$ cat src/rtl/hdmi_out_fill_ctrl.sv
// Write-side fill scheduler for the HDMI output FIFO: splits each frame into DDR
// read bursts, issues them one at a time and forwards returned beats into the FIFO.
module hdmi_out_fill_ctrl #(
  parameter int ADDR_W    = 28,
  parameter int DATA_W    = 256,
  parameter int BURST_LEN = 16,
  parameter int BEATS_W   = 20
) (
  input  logic               wr_clk,
  input  logic               wr_rst,
  input  logic               frame_start,
  input  logic [ADDR_W-1:0]  frame_base_addr,
  input  logic [BEATS_W-1:0] frame_beats,
  output logic               rd_req,
  output logic [ADDR_W-1:0]  rd_addr,
  output logic [4:0]         rd_len,
  input  logic               rd_ack,
  input  logic               rd_data_valid,
  input  logic [DATA_W-1:0]  rd_data,
  input  logic               fifo_almost_full,
  input  logic               fifo_full,
  output logic               fifo_wr_en,
  output logic [DATA_W-1:0]  fifo_wr_data,
  output logic               busy,
  output logic               frame_done,
  output logic               overflow_err
);

  localparam int BYTES_PER_BEAT = DATA_W / 8;

  typedef enum logic [2:0] {
    S_IDLE,
    S_WAIT_ROOM,
    S_REQ,
    S_DATA,
    S_DONE
  } state_t;

  function automatic logic [4:0] burst_len_f(input logic [BEATS_W-1:0] rem);
    if (rem < BEATS_W'(BURST_LEN)) burst_len_f = rem[4:0];
    else                           burst_len_f = 5'(BURST_LEN);
  endfunction

  state_t              state, state_nxt;
  logic [ADDR_W-1:0]   cur_addr, pend_addr, ld_addr;
  logic [BEATS_W-1:0]  remaining, pend_beats, ld_beats, rem_after;
  logic [4:0]          cmd_len, beat_cnt;
  logic                pend, zero_done, ovf;
  logic                vld_p1;
  logic [DATA_W-1:0]   data_p1;

  logic load_frame, set_pend, take_ack, advance, zero_pulse, clr_ovf;
  logic beat_in, last_beat, restart, write_beat, ld_zero;

  // A restart during a burst keeps the pending inputs unless a newer pulse arrives
  // on the very edge that finishes the drain.
  assign ld_addr    = frame_start ? frame_base_addr : pend_addr;
  assign ld_beats   = frame_start ? frame_beats : pend_beats;
  assign ld_zero    = (ld_beats == '0);
  assign rem_after  = remaining - BEATS_W'(cmd_len);
  assign beat_in    = (state == S_DATA) && rd_data_valid;
  assign last_beat  = beat_in && (beat_cnt == 5'd1);
  assign restart    = pend || frame_start;
  assign write_beat = beat_in && !restart;

  always_comb begin
    state_nxt  = state;
    load_frame = 1'b0;
    set_pend   = 1'b0;
    take_ack   = 1'b0;
    advance    = 1'b0;
    zero_pulse = 1'b0;
    clr_ovf    = 1'b0;
    case (state)
      S_IDLE: begin
        if (frame_start) begin
          load_frame = 1'b1;
          clr_ovf    = 1'b1;
          zero_pulse = ld_zero;
          state_nxt  = ld_zero ? S_IDLE : S_WAIT_ROOM;
        end
      end
      S_WAIT_ROOM: begin
        if (frame_start) begin
          load_frame = 1'b1;
          clr_ovf    = 1'b1;
          zero_pulse = ld_zero;
          state_nxt  = ld_zero ? S_IDLE : S_WAIT_ROOM;
        end else if (!fifo_almost_full) begin
          state_nxt = S_REQ;
        end
      end
      S_REQ: begin
        set_pend = frame_start;
        clr_ovf  = frame_start;
        if (rd_ack) begin
          take_ack  = 1'b1;
          state_nxt = S_DATA;
        end
      end
      S_DATA: begin
        set_pend = frame_start;
        clr_ovf  = frame_start;
        if (last_beat) begin
          if (restart) begin
            load_frame = 1'b1;
            zero_pulse = ld_zero;
            state_nxt  = ld_zero ? S_IDLE : S_WAIT_ROOM;
          end else begin
            advance   = 1'b1;
            state_nxt = (rem_after == '0) ? S_DONE : S_WAIT_ROOM;
          end
        end
      end
      S_DONE: begin
        if (frame_start) begin
          load_frame = 1'b1;
          clr_ovf    = 1'b1;
          zero_pulse = ld_zero;
          state_nxt  = ld_zero ? S_IDLE : S_WAIT_ROOM;
        end else begin
          state_nxt = S_IDLE;
        end
      end
      default: state_nxt = S_IDLE;
    endcase
  end

  always_ff @(posedge wr_clk or posedge wr_rst) begin
    if (wr_rst) begin
      state      <= S_IDLE;
      cur_addr   <= '0;
      remaining  <= '0;
      pend       <= 1'b0;
      pend_addr  <= '0;
      pend_beats <= '0;
      cmd_len    <= '0;
      beat_cnt   <= '0;
      zero_done  <= 1'b0;
      ovf        <= 1'b0;
      vld_p1     <= 1'b0;
      data_p1    <= '0;
    end else begin
      state     <= state_nxt;
      zero_done <= zero_pulse;

      if (load_frame) begin
        cur_addr  <= ld_addr;
        remaining <= ld_beats;
      end else if (advance) begin
        cur_addr  <= cur_addr + ADDR_W'(cmd_len) * ADDR_W'(BYTES_PER_BEAT);
        remaining <= rem_after;
      end

      if (load_frame)    pend <= 1'b0;
      else if (set_pend) pend <= 1'b1;
      if (set_pend) begin
        pend_addr  <= frame_base_addr;
        pend_beats <= frame_beats;
      end

      if (take_ack) begin
        cmd_len  <= rd_len;
        beat_cnt <= rd_len;
      end else if (beat_in) begin
        beat_cnt <= beat_cnt - 5'd1;
      end

      if (clr_ovf)                      ovf <= 1'b0;
      else if (write_beat && fifo_full) ovf <= 1'b1;

      // p1: registered FIFO write port, one cycle behind the returned beat
      vld_p1  <= write_beat && !fifo_full;
      data_p1 <= rd_data;
    end
  end

  assign rd_req       = (state == S_REQ);
  assign rd_addr      = cur_addr;
  assign rd_len       = burst_len_f(remaining);
  assign busy         = (state != S_IDLE);
  assign frame_done   = (state == S_DONE) || zero_done;
  assign overflow_err = ovf;
  assign fifo_wr_en   = vld_p1;
  assign fifo_wr_data = data_p1;

endmodule

$ cat config.mk
export PLATFORM = sky130hd
export DESIGN_NAME = hdmi_out_fill_ctrl
export DESIGN_NICKNAME = d
export VERILOG_FILES = /design/src/rtl/hdmi_out_fill_ctrl.sv
export SDC_FILE = /design/constraint.sdc
export NUM_CORES = 1
export LEC_CHECK = 0
export ABC_AREA = 1
export CORE_AREA = 2 2 236 238
export CTS_CLUSTER_DIAMETER = 200
export CTS_CLUSTER_SIZE = 8
export DETAILED_ROUTE_END_ITERATION = 10
export DIE_AREA = 0 0 238 240
export GPL_TIMING_DRIVEN = 0
export SLEW_MARGIN = 20
export SYNTH_ARGS = -nofsm -noshare
export SYNTH_HDL_FRONTEND = slang
export SYNTH_SLANG_ARGS = --single-unit
export TNS_END_PERCENT = 1
$ cat constraint.sdc
create_clock -name wr_clk -period 13.4 [get_ports wr_clk]
set_input_delay 2.01 -clock wr_clk [delete_from_list [all_inputs] [get_ports wr_clk]]
set_output_delay 2.01 -clock wr_clk [all_outputs]
set_load 0.01 [all_outputs]
==> results.json <==
{
  "ys.warnings.count": 0,
  "timing.critical_path.from_type": "flip-flop",
  "finalHoldWorstSlack_ns": 0.4821,
  "finalSetupTns_ns": 0,
  "synthArstFlopShare": 1.000,
  "worst_pin_slew_ns": 0.9520,
  "cts.repair_timing.setup_buffer_count": 0,
  "irDropWorstVdd_uv": 99.15,
  "critical_path_peak_fanout": 6,
  "dieHeight_um": 240,
  "status": "finished, final reports clean",
  "placement_stage_cell_area_um2": 20060,
  "chip_width_um": 238,
  "r2r_setup_slack_ns": 10.76,
  "timing.critical_path.cells": "nor2_1 -> nand2_1 -> nor2_1 -> nand4_1 -> nor2_1 -> clkdlybuf4s50_1",
  "grt_start_max_net_pins": 87,
  "worst_slack_ns": 8.493,
  "post-route-util": 0.3926,
  "ant_nets": 0,
  "synthToLayoutAreaGrowth_pct": 64.90,
  "wl_per_cell_um": 27.18,
  "cts_root_buf": "clkbuf_16",
  "period_share": 0.3662,
  "synthCells": 1155,
  "numCtsBuffers": 52,
  "synth_top_area_cell": "dfrtp_1",
  "slew_viol_final": 0,
  "mapped_area_um2": 13010,
  "worstHoldStart": "pend_beats[10]$_DFFE_PP0P_",
  "finalWeightedCongestion": 0.9314,
  "comb_power_share": 0.290,
  "port_buffer_count": 604,
  "swShare": 0.3415,
  "drive_above_1_share": 0.05989,
  "ys_dominant_reg_cell": "dfrtp_1",
  "avgSynthCellArea_um2": 11.27,
  "worstSetupPathType": "flip-flop to primary output",
  "postRouteWirelength_um": 68840,
  "setup_viol_count_final": 0,
  "dr_total_vias": 11260,
  "cts-hold-fix-buffers": 0,
  "power_per_cell_area_nw_per_um2": 174.4,
  "p_int_mw": 2.464,
  "crit_path_max_incr_delay_ns": 0.62,
  "worst_r2r_startpoint": "cmd_len[0]$_DFFE_PP0P_",
  "total_leakage_power_nw": 9.337,
  "layout.cell_area.non_filler_um2": 21460,
  "crit_path_frequent_cell": "nor2_1",
  "clk_latency_ns": 0.59,
  "min_path_cells": 2,
  "clk_pin_slew_worst_paths_ns": 0.05,
  "timing.final.crit_period_ns": 4.907,
  "final_hold_viol_count": 0,
  "yosysSeqAreaShare": 0.7095,
  "grt.overflow.total": 0,
  "synth.net_count": 1480,
  "synth.cells.most_frequent": "369 x dfrtp_1, 243 x nand2_1, 111 x inv_1, 95 x o21ai_0, 90 x nor2_1",
  "cpLargestDelayFamily": "simple AND/OR/NAND/NOR gates",
  "design.final.nets": 2142,
  "max_slew_headroom": 0.3654,
  "placementRows": 86,
  "drt_pre_antenna_iters": 5,
  "crit-reg2reg-capture": "state[0]$_DFFE_PP0P_",
  "power.total_mw": 3.742,
  "drt_iter0_drc": 859,
  "synth.lib_cells_used.distinct": 40,
  "critical_path_required_ns": 11.39,
  "post-synth-top-count-cell": "dfrtp_1",
  "htree_levels": 2,
  "dp.final_hpwl_um": 55560,
  "seqPwrFrac": 0.391,
  "finClkSkew_ns": 0.01410,
  "cts_resized": 0,
  "synth_top_area_frac": 0.7095,
  "grt_util_all_layers": 0.2388,
  "worst_setup_path_end_kind": "primary output",
  "count_of_buffering_cells_on_the_critical_path_with_inverters_included": 1,
  "min-delay-path-class": "flip-flop to flip-flop",
  "cp_data_arrival_time_ns": 2.90,
  "reg2regPathDepth": 16,
  "critPathSlowestCell": "clkdlybuf4s50_1",
  "worstHoldEndpoint": "pend_beats[10]$_DFFE_PP0P_",
  "switchingPower_mw": 1.278,
  "number_of_register_bits_inferred_by_synthesis": 369,
  "placed_cells": 2467,
  "first_global_vias": 12020,
  "detail_route.drc_violations": 0,
  "initial_core_util": 0.2381,
  "setup_repair_after_global_routing_missed_its_margin": "no",
  "worst_setup_slack_before_clock_tree_synthesis_ns": 8.594,
  "power.clock.fraction": 0.319,
  "die_area_um2": 57120,
  "count_of_flip_flops_with_a_built_in_enable_after_synthesis": 0,
  "cts-root-to-sink-buffers": 3,
  "maxClockFrequency_ghz": 0.2038,
  "grt_first_pass_wirelength_um": 93900,
  "antenna_violations_before_repair": 31,
  "finish.cell_count_without_fillers": 2533,
  "pin_count": 605,
  "maxCapViolations": 0,
  "detail_route.vias_per_cell": 4.445,
  "cts.sink_count": 369,
  "tritoncts": "done",
  "core_area_um2": 54660,
  "synth_top_cells_by_area": "dfrtp_1 71%, nand2_1 7.0%, o21ai_0 3.7%, inv_1 3.2%, nor2_1 2.6%"
}
==> tightest hold or removal path, cell delays in order, from the launching register on <==
cell and delay [ns]:
dfrtp_1 0.34, nand2_1 0.05, o21ai_0 0.06
==> cells by family after synthesis <==
family | after synthesis | share of synthesized area
AOI/OAI and AO/OA | 179 | 0.08038
xor gates and xnor gates | 12 | 0.008077
adders and majority gates | 14 | 0.01461
buffers and inverters | 152 | 0.04567
DFF | 369 | 0.7095
muxes | 8 | 0.006923
and+or+nand+nor | 421 | 0.1348
==> worst max path at each step <==
| stage | from | end | slack [ns] | cells after the start |
|---|---|---|---|---|
| after CTS | remaining[11]$_DFFE_PP0P_ | rd_len[3] | 8.44 | 6 |
| after global placement | wr_rst | fifo_wr_data[32]$_DFF_PP0_ | -3.92 | 2 |
| final | remaining[9]$_DFFE_PP0P_ | rd_len[2] | 8.49 | 6 |
| after global routing | remaining[11]$_DFFE_PP0P_ | rd_len[1] | 8.29 | 6 |
| after floorplan | wr_rst | beat_cnt[0]$_DFFE_PP0P_ | 1.14 | 1 |
| after detailed placement | frame_start | pend_beats[5]$_DFFE_PP0P_ | 8.59 | 6 |
==> placed cells by master (no fill, tap or decap), types with 11 or more instances in the layout <==
cell type	instances
clkdlybuf4s50_1	604
dfrtp_1	369
nand2_1	243
inv_1	110
o21ai_0	95
nor2_1	90
clkbuf_16	53
nand3_1	45
a21oi_1	24
buf_2	16
clkbuf_1	16
a31oi_1	13
nand4_1	12
o221ai_1	12
ha_1	12
nor3_1	11
==> routing by layer <==
metal | GRT usage | vias to the layer above | part of all wire
met5 | 0 | - | 0.00083
met4 | 0.04015 | 8 | 0.018
met3 | 0.1794 | 96 | 0.17
met2 | 0.3783 | 511 | 0.46
met1 | 0.2584 | 5592 | 0.36
li1 | - | 5052 | -
==> power groups by stage <==
| stage | Clock (mW) | Combinational, mW | Sequential, mW |
|---|---|---|---|
| floorplan | 0 | 0.545 | 1.47 |
| global placement | 0 | 1.07 | 1.47 |
| detailed placement | 0 | 1.09 | 1.48 |
| CTS | 1.23 | 1.10 | 1.46 |
| global route | 1.27 | 1.20 | 1.48 |
| finish | 1.19 | 1.09 | 1.46 |
==> state kept, by name, indices dropped and copies added, names as in the netlist <==
signal and count:
fifo_wr_en 1, overflow_err 1, remaining 20, state 3, rd_addr 28, pend_addr 28
beat_cnt 5, fifo_wr_data 256, pend_beats 20, zero_done 1, cmd_len 5, pend 1
==> cell type report <==
type	count	area [um2]
Multi-Input combinational cell	634	3186
Tap cell	704	880.8
Antenna cell	9	22.52
Buffer	33	147.6
Timing Repair Buffer	608	6156
Sequential cell	369	9234
Inverter	119	454.2
Clock buffer	54	1330
Fill cell	5342	33200
Clock inverter	3	48.80
Power figures use the tool's default switching activity.
